### src/rtl/ctl_sequencer.sv
// ctl_sequencer: hardwired fetch/execute control sequencer.
// Walks T0..T5 (with an optional memory-wait step T1W) and drives the
// datapath control strobes. Strobes are decoded from the state register
// (and IR in T3/T4), so they drop as soon as Reset_n asserts.
module ctl_sequencer #(
  parameter int OPC_W    = 5,
  parameter int MEM_WAIT = 0,
  parameter int ALUOP_W  = 4
) (
  input  logic               Clock,
  input  logic               Reset_n,
  input  logic               Run,
  input  logic [31:0]        IR,
  output logic               PCout,
  output logic               MARin,
  output logic               IncPC,
  output logic               Zin,
  output logic               Read,
  output logic               MDRin,
  output logic               PCin,
  output logic               MDRout,
  output logic               IRin,
  output logic               Gra,
  output logic               Grb,
  output logic               Grc,
  output logic               Rin,
  output logic               Rout,
  output logic               Yin,
  output logic               Cout,
  output logic               ZLOout,
  output logic [ALUOP_W-1:0] alu_op,
  output logic [3:0]         Tstate,
  output logic               Running,
  output logic               Illegal,
  output logic               Halted
);

  // State codes double as the Tstate output value.
  typedef enum logic [3:0] {
    S_IDLE = 4'd0,
    S_T0   = 4'd1,
    S_T1   = 4'd2,
    S_T2   = 4'd3,
    S_T3   = 4'd4,
    S_T4   = 4'd5,
    S_T5   = 4'd6,
    S_T1W  = 4'd7,
    S_HALT = 4'd8
  } state_e;

  localparam logic [OPC_W-1:0] OPC_ADD  = OPC_W'(5'b00011);
  localparam logic [OPC_W-1:0] OPC_SUB  = OPC_W'(5'b00100);
  localparam logic [OPC_W-1:0] OPC_AND  = OPC_W'(5'b00101);
  localparam logic [OPC_W-1:0] OPC_OR   = OPC_W'(5'b00110);
  localparam logic [OPC_W-1:0] OPC_ADDI = OPC_W'(5'b01100);
  localparam logic [OPC_W-1:0] OPC_ANDI = OPC_W'(5'b01101);
  localparam logic [OPC_W-1:0] OPC_ORI  = OPC_W'(5'b01110);
  localparam logic [OPC_W-1:0] OPC_NOP  = OPC_W'(5'b11010);
  localparam logic [OPC_W-1:0] OPC_HALT = OPC_W'(5'b11011);

  localparam logic [ALUOP_W-1:0] ALU_INC = ALUOP_W'(1);
  localparam logic [ALUOP_W-1:0] ALU_ADD = ALUOP_W'(2);
  localparam logic [ALUOP_W-1:0] ALU_SUB = ALUOP_W'(3);
  localparam logic [ALUOP_W-1:0] ALU_AND = ALUOP_W'(4);
  localparam logic [ALUOP_W-1:0] ALU_OR  = ALUOP_W'(5);

  // Wait counter preload; T1W lasts MEM_WAIT cycles (counts down to 0).
  localparam logic [2:0] WAIT_INIT = (MEM_WAIT > 0) ? 3'(MEM_WAIT - 1) : 3'd0;

  state_e               state_q, state_d;
  logic [2:0]           cnt_q, cnt_d;
  logic [OPC_W-1:0]     opc;
  logic                 is_reg, is_imm, is_alu, is_nop, is_halt, bad_opc;
  logic [ALUOP_W-1:0]   op_alu;

  // Only the opcode field steers control; operand fields go to the datapath.
  logic                 unused_ir;
  assign unused_ir = ^IR[31-OPC_W:0];
  assign opc       = IR[31 -: OPC_W];

  // Opcode classification and ALU function select.
  always_comb begin
    is_reg  = 1'b0;
    is_imm  = 1'b0;
    is_nop  = 1'b0;
    is_halt = 1'b0;
    op_alu  = '0;
    case (opc)
      OPC_ADD:  begin is_reg = 1'b1; op_alu = ALU_ADD; end
      OPC_SUB:  begin is_reg = 1'b1; op_alu = ALU_SUB; end
      OPC_AND:  begin is_reg = 1'b1; op_alu = ALU_AND; end
      OPC_OR:   begin is_reg = 1'b1; op_alu = ALU_OR;  end
      OPC_ADDI: begin is_imm = 1'b1; op_alu = ALU_ADD; end
      OPC_ANDI: begin is_imm = 1'b1; op_alu = ALU_AND; end
      OPC_ORI:  begin is_imm = 1'b1; op_alu = ALU_OR;  end
      OPC_NOP:  is_nop  = 1'b1;
      OPC_HALT: is_halt = 1'b1;
      default:  ;
    endcase
    is_alu  = is_reg | is_imm;
    bad_opc = ~(is_alu | is_nop | is_halt);
  end

  // Next-state and wait-counter logic.
  always_comb begin
    state_d = state_q;
    cnt_d   = cnt_q;
    case (state_q)
      S_IDLE: if (Run) state_d = S_T0;
      S_T0: begin
        if (MEM_WAIT > 0) begin
          state_d = S_T1W;
          cnt_d   = WAIT_INIT;
        end else begin
          state_d = S_T1;
        end
      end
      S_T1W: begin
        if (cnt_q == 3'd0) state_d = S_T1;
        else               cnt_d   = cnt_q - 3'd1;
      end
      S_T1: state_d = S_T2;
      S_T2: state_d = S_T3;
      // nop and unknown opcodes end the instruction here.
      S_T3: begin
        if (is_alu)       state_d = S_T4;
        else if (is_halt) state_d = S_HALT;
        else              state_d = Run ? S_T0 : S_IDLE;
      end
      S_T4:   state_d = S_T5;
      S_T5:   state_d = Run ? S_T0 : S_IDLE;
      S_HALT: state_d = S_HALT;
      default: state_d = S_IDLE;
    endcase
  end

  // State register and wait counter; HALT is left only through reset.
  always_ff @(posedge Clock or negedge Reset_n) begin
    if (!Reset_n) begin
      state_q <= S_IDLE;
      cnt_q   <= 3'd0;
    end else begin
      state_q <= state_d;
      cnt_q   <= cnt_d;
    end
  end

  // Strobe decode; everything defaults low so undefined states are quiet.
  always_comb begin
    PCout   = 1'b0;
    MARin   = 1'b0;
    IncPC   = 1'b0;
    Zin     = 1'b0;
    Read    = 1'b0;
    MDRin   = 1'b0;
    PCin    = 1'b0;
    MDRout  = 1'b0;
    IRin    = 1'b0;
    Gra     = 1'b0;
    Grb     = 1'b0;
    Grc     = 1'b0;
    Rin     = 1'b0;
    Rout    = 1'b0;
    Yin     = 1'b0;
    Cout    = 1'b0;
    ZLOout  = 1'b0;
    alu_op  = '0;
    Illegal = 1'b0;
    case (state_q)
      S_T0: begin
        PCout  = 1'b1;
        MARin  = 1'b1;
        IncPC  = 1'b1;
        Zin    = 1'b1;
        alu_op = ALU_INC;
      end
      S_T1W: begin
        Read  = 1'b1;
        MDRin = 1'b1;
      end
      // Last read cycle also commits the incremented PC from Z.
      S_T1: begin
        Read   = 1'b1;
        MDRin  = 1'b1;
        ZLOout = 1'b1;
        PCin   = 1'b1;
      end
      S_T2: begin
        MDRout = 1'b1;
        IRin   = 1'b1;
      end
      S_T3: begin
        if (is_alu) begin
          Grb  = 1'b1;
          Rout = 1'b1;
          Yin  = 1'b1;
        end
        Illegal = bad_opc;
      end
      S_T4: begin
        if (is_reg) begin
          Grc    = 1'b1;
          Rout   = 1'b1;
          Zin    = 1'b1;
          alu_op = op_alu;
        end else if (is_imm) begin
          Cout   = 1'b1;
          Zin    = 1'b1;
          alu_op = op_alu;
        end
      end
      S_T5: begin
        ZLOout = 1'b1;
        Gra    = 1'b1;
        Rin    = 1'b1;
      end
      default: ;
    endcase
  end

  assign Tstate  = state_q;
  assign Running = (state_q != S_IDLE) && (state_q != S_HALT);
  assign Halted  = (state_q == S_HALT);

endmodule
### config.mk
export PLATFORM = sky130hd
export DESIGN_NAME = ctl_sequencer
export DESIGN_NICKNAME = d
export VERILOG_FILES = /design/src/rtl/ctl_sequencer.sv
export SDC_FILE = /design/constraint.sdc
export NUM_CORES = 1
export LEC_CHECK = 0
export CORE_UTILIZATION = 31
export CTS_BUF_LIST = sky130_fd_sc_hd__clkbuf_2
export CTS_CLUSTER_DIAMETER = 200
export DETAILED_ROUTE_END_ITERATION = 10
export MAX_ROUTING_LAYER = met4
export PLACE_DENSITY = 0.87
export SYNTH_ARGS = -nofsm -noshare
export SYNTH_HDL_FRONTEND = slang
export SYNTH_SLANG_ARGS = --single-unit
### constraint.sdc
create_clock -name Clock -period 2.1 [get_ports Clock]
set_clock_uncertainty 0.1 [all_clocks]
set_input_delay 0.42 -clock Clock [delete_from_list [all_inputs] [get_ports Clock]]
set_output_delay 0.42 -clock Clock [all_outputs]
set_load 0.01 [all_outputs]
Word-level counts from Yosys, hierarchy flattened
Cells that the tools add are included.
- ROM bits: 0
- latch bits: 0
- logic and storage cells: 72
- register bits: 7
- memories: 0
- bits in writable memories: 0
- multipliers: 0
- eq/ne operators: 20
- div/mod/pow operators: 0
- reductions and logical operators: 13
- order comparisons: 0
- bitwise logic cells: 5
- shifts and indexed selects: 0
- multiplexer cells: 31
- $add $sub $neg: 1
- operators with widths (operator ; number):
    $pmux W4 S9 ; 1
    $mux W4 ; 6
    $mux W1 ; 20
    $eq A4 B3 Y1 const B ; 4
    $eq A5 B3 Y1 const B ; 3
    $eq A5 B4 Y1 const B ; 3
    $pmux W3 S4 ; 1
    $eq A5 B5 Y1 const B ; 2
    $reduce_or A2 Y1 ; 5
    $eq A4 B2 Y1 const B ; 2
    $pmux W4 S2 ; 1
    $eq A5 B2 Y1 const B ; 1
    $eq A4 B1 Y1 const B ; 1
    $eq A4 B4 Y1 const B ; 1
    $logic_not A4 Y1 ; 1
    $ne A2 B2 Y1 const B ; 2
    $ne A4 B4 Y1 const B ; 1
    $pmux W1 S2 ; 2
    $reduce_and A2 Y1 ; 2
    $reduce_bool A4 Y1 ; 1
    $reduce_or A4 Y1 ; 1
    $logic_not A3 Y1 ; 1
    $or A1 B1 Y1 ; 3
    $reduce_or A3 Y1 ; 1
    other kinds (3) ; 4

Longest topological paths before layout
Gate-level depths: netlist of run 1.
- word-level depth: 8
- depth in mapped cells: 7

Worst setup path before layout of run 1
OpenSTA, ideal clock, no wires.
- path kind: register to output
- from: reg state_q[3], in the netlist Tstate[3]
- to: out Rout
- data arrival time: 1587 ps
- cell stages (with the launch flop): 5
- buffers on the path: 0
- setup slack: -7 ps
- data required time: 1580 ps
- path through: dfrtp_1 > nand3b_1 > or3_1 > a211oi_1 > or2_1
- longest elaborated chain between the ends: 2
- elaborated cells on any way between the ends: 3
- classes of those cells: eq/ne: 2; mux: 1
- ends and longest elaborated chain (what ; line ; text):
    start: declaration ; 70 ; state_e state_q, state_d;
    start signal: assignment ; 143 ; state_q <= state_d;
    $eq A4 B3 Y1 ; 169 ; case (state_q)
    $pmux W1 S2 * ; 169 ;
    end: declaration ; 27 ; output logic Rout,
Every way passes the cells marked *; elsewhere a longest branch is shown, timed or not.

Worst setup path in the final report of run 1
- from: reg state_q[1], in the netlist Tstate[1]
- to: out Rout
Same word-level chain as after synthesis.

==> summary.md, run 1 <==
| Metric | Value |
|---|---|
| Status | finished, violations left |
| Failing checks | negative setup slack |
| FMAX | ~0.46 GHz |
| Clock Path Buffers | 2 |
| Synth Area per Inst | 7.68 µm² |
| Die Wd | just under 50 µm |
| Synth async-reset ratio | 1.00 |
| Die Y-Extent | approximately 50 µm |
| Number of synthesized flops with an enable pin | 0 |
| Inst Count DP | ~160 |
| All-Layer GR Usage | 0.198 |
| Register area share after synthesis | 0.259 |
| Clk sinks | 7 |
| Post-Syn Area | roughly 680 µm² |
| Htree depth | 1 |
| Post-DRT Antenna Nets | 0 |
| Fin crit period | between 2 and 2.5 ns |
| Setup-failing EPs final | 4 |
| Global-route wire length before repair | 3460 µm |
| Worst skew pair latency | 0.22 ns |
| CTS tree | built |
| Count leader, synth | nor2_1 |
| DIE AREA | about 0.0024 mm² |
| Post-synth top area cell | dfrtp_1 |
| Starting density of the core | 0.338 |
| Non-Filler Instances | between 150 and 200 |
| #FFs+latches synth | 7 |
| Core Area | 0.00200 mm² |
| Arrival time at the worst endpoint | 1.65 ns |
| CP Max Fanout | 3 |
| Maximum VDD drop | 0.731 mV |
| RSZ-0062 raised after global routing | true |
| Main combinational cell family by area after synthesis | simple AND/OR/NAND/NOR gates |
| ANT cells | 0 |
| Detailed-route via count | 806 |
| PortBufs | 34 |
| WP data required | ~1.6 ns |
| Drc violations | 0 |
| Worst r2r src | Tstate[0] |
| MaxCap Viol Count | 0 |
| Initial DRC Count | 7 |
| Area share of the largest cell type after synthesis | 0.259 |
| Crit Path Class | flip-flop to output port |
| Multiplexer share of the synthesized area | 0.0148 |
| R2r worst-path depth | 6 |
| Initial antenna violation count | 0 |
| Post-DP HPWL | between 1500 and 2000 µm |
| FF/Latch Area | around 180 µm² |
| Syn. warnings | 0 |
| Number of fill cells | about 180 |
| Synth cell types | 37 |
| Grt total ovfl | 0 |
| Post-synthesis adder-cell area fraction | 0.0370 |
| Final core area utilization | 0.617 |
| Final Wtd Congestion | roughly 0.83 |
| P_leak | approximately 0.61 nW |
| Drt pass-1 iters | 3 |
| Largest net degree at the start of global routing | 13 |
| Mapped Cells | 88 |
| Pwr/cell area | approximately 970 mW/mm² |
| Footprint of the multi-input gates | 513 µm² |
| WL final | between 2000 and 2500 µm |
| Final hold vios | 0 |
| Period utilisation layout | 1.03 |
| Clock slew at reported path FFs | about 0.070 ns |
| Vias per cell | about 5 |
| Root buffer cell | clkbuf_2 |
| Worst setup SP type | flip-flop |
| Syn_nets | 125 |
| Max Slew Vio Count | 0 |
| Post-synth top cells | 12 x nor2_1, 8 x buf_4, 7 x dfrtp_1, 7 x nand2_1, 6 x inv_1 |
| Hold_buf cts | 0 |
| WL per Instance | roughly 13 µm |
| Critical Path Start | Tstate[1] |
| XOR/XNOR Fraction of Synth Area | 0.0519 |
| Post-synthesis compound-gate area fraction | 0.154 |
| Final nets | about 180 |
| Num rows | 16 |
| CP endpoint kind | output port |
| Setup WS post-layout | -0.0726 ns |
| Vias in the first global route | 789 |
| Min Hold Slack | between 0.3 and 0.4 ns |
| # IOs | between 60 and 70 |
| Area contributors post-synth | dfrtp_1 26%, buf_4 8.9%, nor2_1 6.7% |
| Predominant post-synthesis flop cell | dfrtp_1 |
| Min-delay worst type | primary input to asynchronous set/reset pin |
| Post-Synth Simple-Gate Area | 0.337 |
| Synth-to-layout area growth | 82.8% |
| Total CTS buffers | 3 |
| Fraction of layout cells with a size suffix above 1 | 0.496 |
metal layers:
metal | GRT usage | wire (µm) | vias to the layer above
li1 | - | - | 393
met1 | 0.197 | 828 | 383
met2 | 0.373 | 1230 | 22
met3 | 0.0252 | 88 | 8
met4 | 0.103 | 68 | 0
met5 | - | 0 | -
cell type report:
class                   instances  share of cell area
clock buffers                   4              0.0162
inverters                       6              0.0182
multi-input cells              64               0.415
flip-flops and latches          7               0.142
well taps                      27              0.0274
repair buffers                 58               0.381
metrics by stage:
step	worst slack, ns	TNS [ns]	total power [mW]	cell area, µm²
2_1_floorplan	0.0132	0	0.646	681
3_3_place_gp	-0.555	-4.85	1.07	1140
3_5_place_dp	-0.599	-5.19	1.08	1140
4_1_cts	-0.146	-0.445	1.14	1190
5_1_grt	-0.183	-1.01	1.27	1230
6_report	-0.0726	-0.161	1.19	1230
cell families after synthesis:
logic type,after synthesis
buffers and inverters,17
xor gates and xnor gates,4
muxes,1
DFF,7
adders and majority gates,2
other,1
and+or+nand+nor,41
AOI/OAI and AO/OA,15
layout by cell type, fill, tap and decap left out, drive strengths merged, types with 2 or more instances in the layout:
cell           instances
nor2b                  2
nand3                  2
o21ai                  3
dfrtp                  7
a21oi                  4
clkbuf                 6
nand2                  7
buf                   37
nor2                  12
clkdlybuf4s50          7
nand3b                 2
ha                     2
or3                    3
a211oi                 2
clkdlybuf4s15          2
xnor2                  3
nor3                   4
nor3b                  2
inv                    6
dlygate4sd2            9
final timing paths:
path | endpoint | slack (ns)
worst max-delay path | Rout | -0.07
worst min-delay path | cnt_q[0] | 0.34
worst max register to register | Tstate[0] | 0.25
worst min register to register | cnt_q[2] | 0.43
max in group asynchronous | Tstate[2] | 1.33
min in group Clock | cnt_q[2] | 0.43
report_power, final:
group	internal, mW	leakage (nW)	switching (mW)
combinational	0.453	0.496	0.461
sequential	0.166	0.0925	0.0192
clock	0.0505	0.0166	0.0437
total	0.669	0.606	0.523
worst max-delay path, stage by stage, from the launching register on:
cell,delay (ns)
dfrtp_1,0.37
or4b_4,0.58
a211oi_4,0.20
or2_1,0.14
buf_2,0.14
registers in the layout (all words and copies together), names as in the netlist:
register and cells:
Tstate 4, cnt_q 3
timing repair:
action	4_1_cts	5_1_grt
gates resized for setup	80	24
setup buffers	2	1
setup endpoints to repair	23	18
pin swaps	7	6
endpoints found under the hold margin	0	0
Power figures use the tool's default switching activity.
==> run 2: changes to the inputs <==
Settings changed: CORE_MARGIN set to 5, SETUP_SLACK_MARGIN set to 0.15.
==> summary.md, run 2 (synthesis gave the netlist of run 1 again) <==
| Metric | Value |
|---|---|
| Status | finished, violations left |
| Failing checks | negative setup slack |
| Commonest cells after routing, fill and taps aside | 21 x buf_4, 20 x buf_2, 10 x nor2_1 |
| Clock Power Share | 0.075 |
| Net Sw Power | slightly below 600 µW |
| P_leak | about 0.64 nW |
| Starting density of the core | 0.315 |
| Max Slew Vio Count | 0 |
| WP data required | approximately 1.6 ns |
| GRT met2 Usage | 0.271 |
| Worst setup SP type | flip-flop |
| Worst r2r src | Tstate[3] |
| Vias per cell | between 4 and 5 |
| Post-DP HPWL | between 1500 and 2000 µm |
| Root buffer cell | clkbuf_2 |
| # IOs | 63 |
| CTS tree | built |
| Initial antenna violation count | 0 |
| Clock Path Buffers | 2 |
| CP endpoint kind | output port |
| Slowest cell on crit path | or4b_4 |
| Busiest grt layer | met2 |
| FMAX | 0.455 GHz |
| CP Cell Sequence | or4b_4 -> a211oi_4 -> or2_1 -> buf_2 |
| Core Area | 0.00215 mm² |
| Switching Share | 0.438 |
| WL final | roughly 2400 µm |
| Post-DRT Antenna Nets | 0 |
| Number of fill cells | about 190 |
| WL per Instance | 14.2 µm |
| RSZ-0062 raised after global routing | true |
| Pwr/cell area | roughly 1100 mW/mm² |
| Crit Path Class | flip-flop to output port |
| Setup_tns | -0.216 ns |
| Clk sinks | 7 |
| Largest net degree at the start of global routing | 11 |
| Final hold vios | 0 |
| Die Wd | between 50 and 60 µm |
| Synth-to-layout area growth | 89.3% |
| Period utilisation layout | 1.05 |
| Grt met1 use | 0.160 |
| Initial DRC Count | 5 |
| Arrival time at the worst endpoint | between 1.5 and 2 ns |
| Hold_buf cts | 0 |
| Clock slew at reported path FFs | about 0.070 ns |
| Final nets | around 180 |
| Internal power | about 760 µW |
| Min-delay worst type | primary input to asynchronous set/reset pin |
| Final Wtd Congestion | a little over 0.8 |
| Tot Pwr | 1.35 mW |
| Global routing usage on met3 | 0.0299 |
| Htree depth | 1 |
| Largest register FFs | 4 |
| Fraction of layout cells with a size suffix above 1 | 0.580 |
| Num rows | 17 |
| DIE AREA | 0.00321 mm² |
| CP Max Fanout | 4 |
| Drc violations | 0 |
| Global-route wire length before repair | 3860 µm |
| Die Y-Extent | between 50 and 60 µm |
| Combinational power share | 0.785 |
| PortBufs | 34 |
| Commonest non-fill, non-tap cell in the layout | buf_4 |
| Fin crit period | 2.20 ns |
| Maximum VDD drop | 0.667 mV |
| Seq pwr share | 0.140 |
| MaxCap Viol Count | 0 |
| Drt pass-1 iters | 3 |
| Total CTS buffers | 3 |
| CP peak stage delay | roughly 0.55 ns |
| Min Hold Slack | between 0.3 and 0.4 ns |
| Setup-failing EPs final | 5 |
| Worst skew pair latency | 0.23 ns |
| Setup WS post-layout | -0.0979 ns |
| Vias in the first global route | roughly 860 |
| All-Layer GR Usage | 0.153 |
| Flop-to-flop setup slack | roughly 0.24 ns |
| RR Endpoint | Tstate[3] |
| R2r worst-path depth | 4 |
| DP Worst Slack | -0.617 ns |
| Detailed-route via count | between 800 and 900 |
| Grt total ovfl | 0 |
| ANT cells | 0 |
run 2: changes by cell type in the layout (fill, tap and decap cells not counted), moves of 2 or more:
cell	change
buf_2	+10
clkdlybuf4s50_1	-4
dlygate4sd2_1	-4
nor2_2	-4
nor2_1	+3
clkdlybuf4s15_1	-2
nor3_4	+2
run 2: worst max path at each step:
| stage | from | slack, ns | to |
|---|---|---|---|
| floorplan | Tstate[3] | 0.12 | Rout |
| global placement | IR[28] | -0.54 | Rout |
| detailed placement | IR[28] | -0.62 | Rout |
| CTS | Tstate[3] | -0.12 | Rout |
| global route | Tstate[3] | -0.20 | Rout |
| finish | Tstate[3] | -0.1 | Rout |
run 2: area by class of cell:
| cell class | instances | area (µm²) | area share |
|---|---|---|---|
| clock buffer | 4 | 20.0 | 0.0157 |
| timing repair buffer | 62 | 472 | 0.369 |
| multi-input combinational | 64 | 553 | 0.432 |
| inverter | 6 | 22.5 | 0.0176 |
| tap | 28 | 35.0 | 0.0274 |
| sequential | 7 | 176 | 0.138 |
run 2: worst max-delay path: cells and delay by family, from the launching register on:
family                 cells  cell delay, ns
AOI/OAI and AO/OA          1            0.23
buffers and inverters      1            0.12
DFF                        1            0.41
and+or+nand+nor            2            0.68
run 2: what timing repair did:
item / CTS / global route
hold endpoints to repair: 0 / 0
resized for setup: 114 / 25
pin swaps: 18 / 9
setup endpoints to repair: 24 / 23
buffers inserted: 8 / 2
run 2: power groups by stage:
stage	sequential (mW)	combinational [mW]	clock, mW
2_1_floorplan	0.209	0.451	0
3_3_place_gp	0.189	0.889	0
3_5_place_dp	0.195	0.911	0
4_1_cts	0.188	0.968	0.109
5_1_grt	0.193	1.15	0.112
6_report	0.189	1.06	0.102
run 2: per-stage QoR:
stage / util / instances / cell area [µm²]
floorplan: - / 88 / 706
global placement: 0.531 / 157 / 1140
detailed placement: 0.531 / 157 / 1140
CTS: 0.573 / 169 / 1230
global route: 0.595 / 171 / 1280
finish: 0.595 / 171 / 1280
run 2: per-layer routing:
| metal | share of wire | wire [µm] |
|---|---|---|
| met2 | 0.51 | 1240 |
| met4 | 0.033 | 80 |
| met5 | 0 | 0 |
| met1 | 0.41 | 988 |
| met3 | 0.053 | 128 |
==> run 3: changes to the inputs <==
Settings changed: CORE_UTILIZATION 31 to 45, DONT_BUFFER_PORTS set to 1, PLACE_DENSITY 0.87 to 0.65.
==> summary.md, run 3 (synthesis gave the netlist of run 1 again) <==
| Metric | Value |
|---|---|
| Status | finished, violations left |
| Failing checks | negative setup slack |
| Vias in the first global route | between 500 and 600 |
| Flop-to-flop setup slack | roughly 0.25 ns |
| Detailed-route via count | slightly below 700 |
| Root buffer cell | clkbuf_2 |
| WL per Instance | between 10 and 15 µm |
| Worst setup SP type | flip-flop |
| MaxCap Viol Count | 0 |
| Die Y-Extent | slightly below 50 µm |
| Arrival time at the worst endpoint | around 1.7 ns |
| WP data required | between 1.5 and 2 ns |
| DIE AREA | roughly 0.0024 mm² |
| Maximum VDD drop | 0.409 mV |
| CTS tree | built |
| Starting density of the core | 0.459 |
| ANT cells | 0 |
| CP Max Fanout | 3 |
| Setup WS post-layout | -0.0773 ns |
| Fraction of layout cells with a size suffix above 1 | 0.447 |
| All-Layer GR Usage | 0.137 |
| Tot Pwr | around 950 µW |
| Core Area | 0.00147 mm² |
| Drt pass-1 iters | 4 |
| Crit Path Class | flip-flop to output port |
| Fin crit period | roughly 2.2 ns |
| Drc violations | 0 |
| Initial antenna violation count | 0 |
| Die Wd | 48.8 µm |
| Final nets | 141 |
| Pwr/cell area | 1040 mW/mm² |
| P_leak | around 0.38 nW |
| Final Wtd Congestion | roughly 0.82 |
| Setup-failing EPs final | 4 |
| WL final | 1750 µm |
| Total CTS buffers | 3 |
| Post-DP HPWL | roughly 1200 µm |
| Number of fill cells | 122 |
| Num rows | 14 |
| Min-delay worst type | primary input to flip-flop |
| Clock slew at reported path FFs | 0.07 ns |
| Final core area utilization | 0.621 |
| Largest register FFs | 4 |
| Clk sinks | 7 |
| Worst skew pair latency | ~0.22 ns |
| Post-DRT Antenna Nets | 0 |
| Largest net degree at the start of global routing | 11 |
| Clock Path Buffers | 2 |
| Htree depth | 1 |
| FMAX | 0.459 GHz |
| Commonest cells after routing, fill and taps aside | 18 x buf_4, 8 x nor2_1, 7 x nand2_1 |
| Grt total ovfl | 0 |
| RSZ-0062 raised after global routing | true |
| Final hold vios | 0 |
| Synth-to-layout area growth | 35.2% |
| Max Slew Vio Count | 0 |
| PortBufs | 0 |
| Commonest non-fill, non-tap cell in the layout | buf_4 |
| Period utilisation layout | 1.04 |
| # IOs | 63 |
| CP endpoint kind | output port |
| Initial DRC Count | 27 |
| Vias per cell | 5.66 |
| Global-route wire length before repair | roughly 2600 µm |
-- run 3: changes by cell type in the layout (fill, tap and decap cells not counted), sizes merged --
| cell | previous run | this run |
|---|---|---|
| dlygate4sd2 | 5 | 0 |
| dlymetal6s2s | 2 | 0 |
| clkinvlp | 0 | 1 |
| dlygate4sd3 | 0 | 1 |
| clkbuf | 6 | 4 |
| buf | 50 | 21 |
| inv | 6 | 5 |
| clkdlybuf4s50 | 3 | 0 |
-- run 3: final timing paths --
kind / start / endpoint / cells after the start
max: Tstate[3] / Rout / 3
min: Run / Tstate[3] / 2
max reg2reg: Tstate[3] / Tstate[0] / 6
min reg2reg: cnt_q[1] / cnt_q[1] / 2
max in group asynchronous: Reset_n / Tstate[2] / 1
min in group asynchronous: Reset_n / cnt_q[2] / 1
-- run 3: critical path: stages (launching register included) --
cell and delay (ns):
dfrtp_2 0.41, or4b_4 0.58, a211oi_4 0.25, or2_1 0.20
-- run 3: through the flow --
step           TNS [ns]  instances  cell area (µm²)  worst slack (ns)  hold WS (ns)
2_1_floorplan         0         88              706             0.119        0.0244
3_3_place_gp          0        103              724             0.164        0.0246
3_5_place_dp          0        103              724             0.164        0.0245
4_1_cts          -0.230        114              843           -0.0820         0.361
5_1_grt          -0.564        119              913            -0.136         0.380
6_report         -0.169        119              913           -0.0773         0.370
-- run 3: what timing repair did --
action | 4_1_cts | 5_1_grt
gates resized for setup | 13 | 9
setup buffers | 6 | 5
hold buffers | 1 | 0
pin swaps | 9 | 8
endpoints found under the hold margin | 7 | 0
endpoints found under the setup margin | 11 | 19
-- run 3: layout make-up --
| class | instances | area (µm²) | area share |
|---|---|---|---|
| Multi-Input combinational cell | 64 | 490 | 0.537 |
| Tap cell | 16 | 20.0 | 0.0219 |
| Timing Repair Buffer | 22 | 179 | 0.196 |
| Inverter | 6 | 26.3 | 0.0288 |
| Clock buffer | 4 | 20.0 | 0.0219 |
| Sequential cell | 7 | 178 | 0.195 |
-- run 3: routing by layer --
| metal | GRT usage | vias to the layer above | wire length [µm] |
|---|---|---|---|
| met1 | 0.176 | 321 | 699 |
| met2 | 0.209 | 31 | 909 |
| li1 | - | 322 | - |
| met5 | - | - | 0 |
| met3 | 0.0429 | 0 | 141 |
| met4 | 0.0314 | 0 | 0 |
-- run 3: power breakdown --
group	internal (mW)	total, mW	switching (mW)
Combinational	0.271	0.647	0.376
Clock	0.0507	0.0978	0.0472
Sequential	0.168	0.204	0.0361
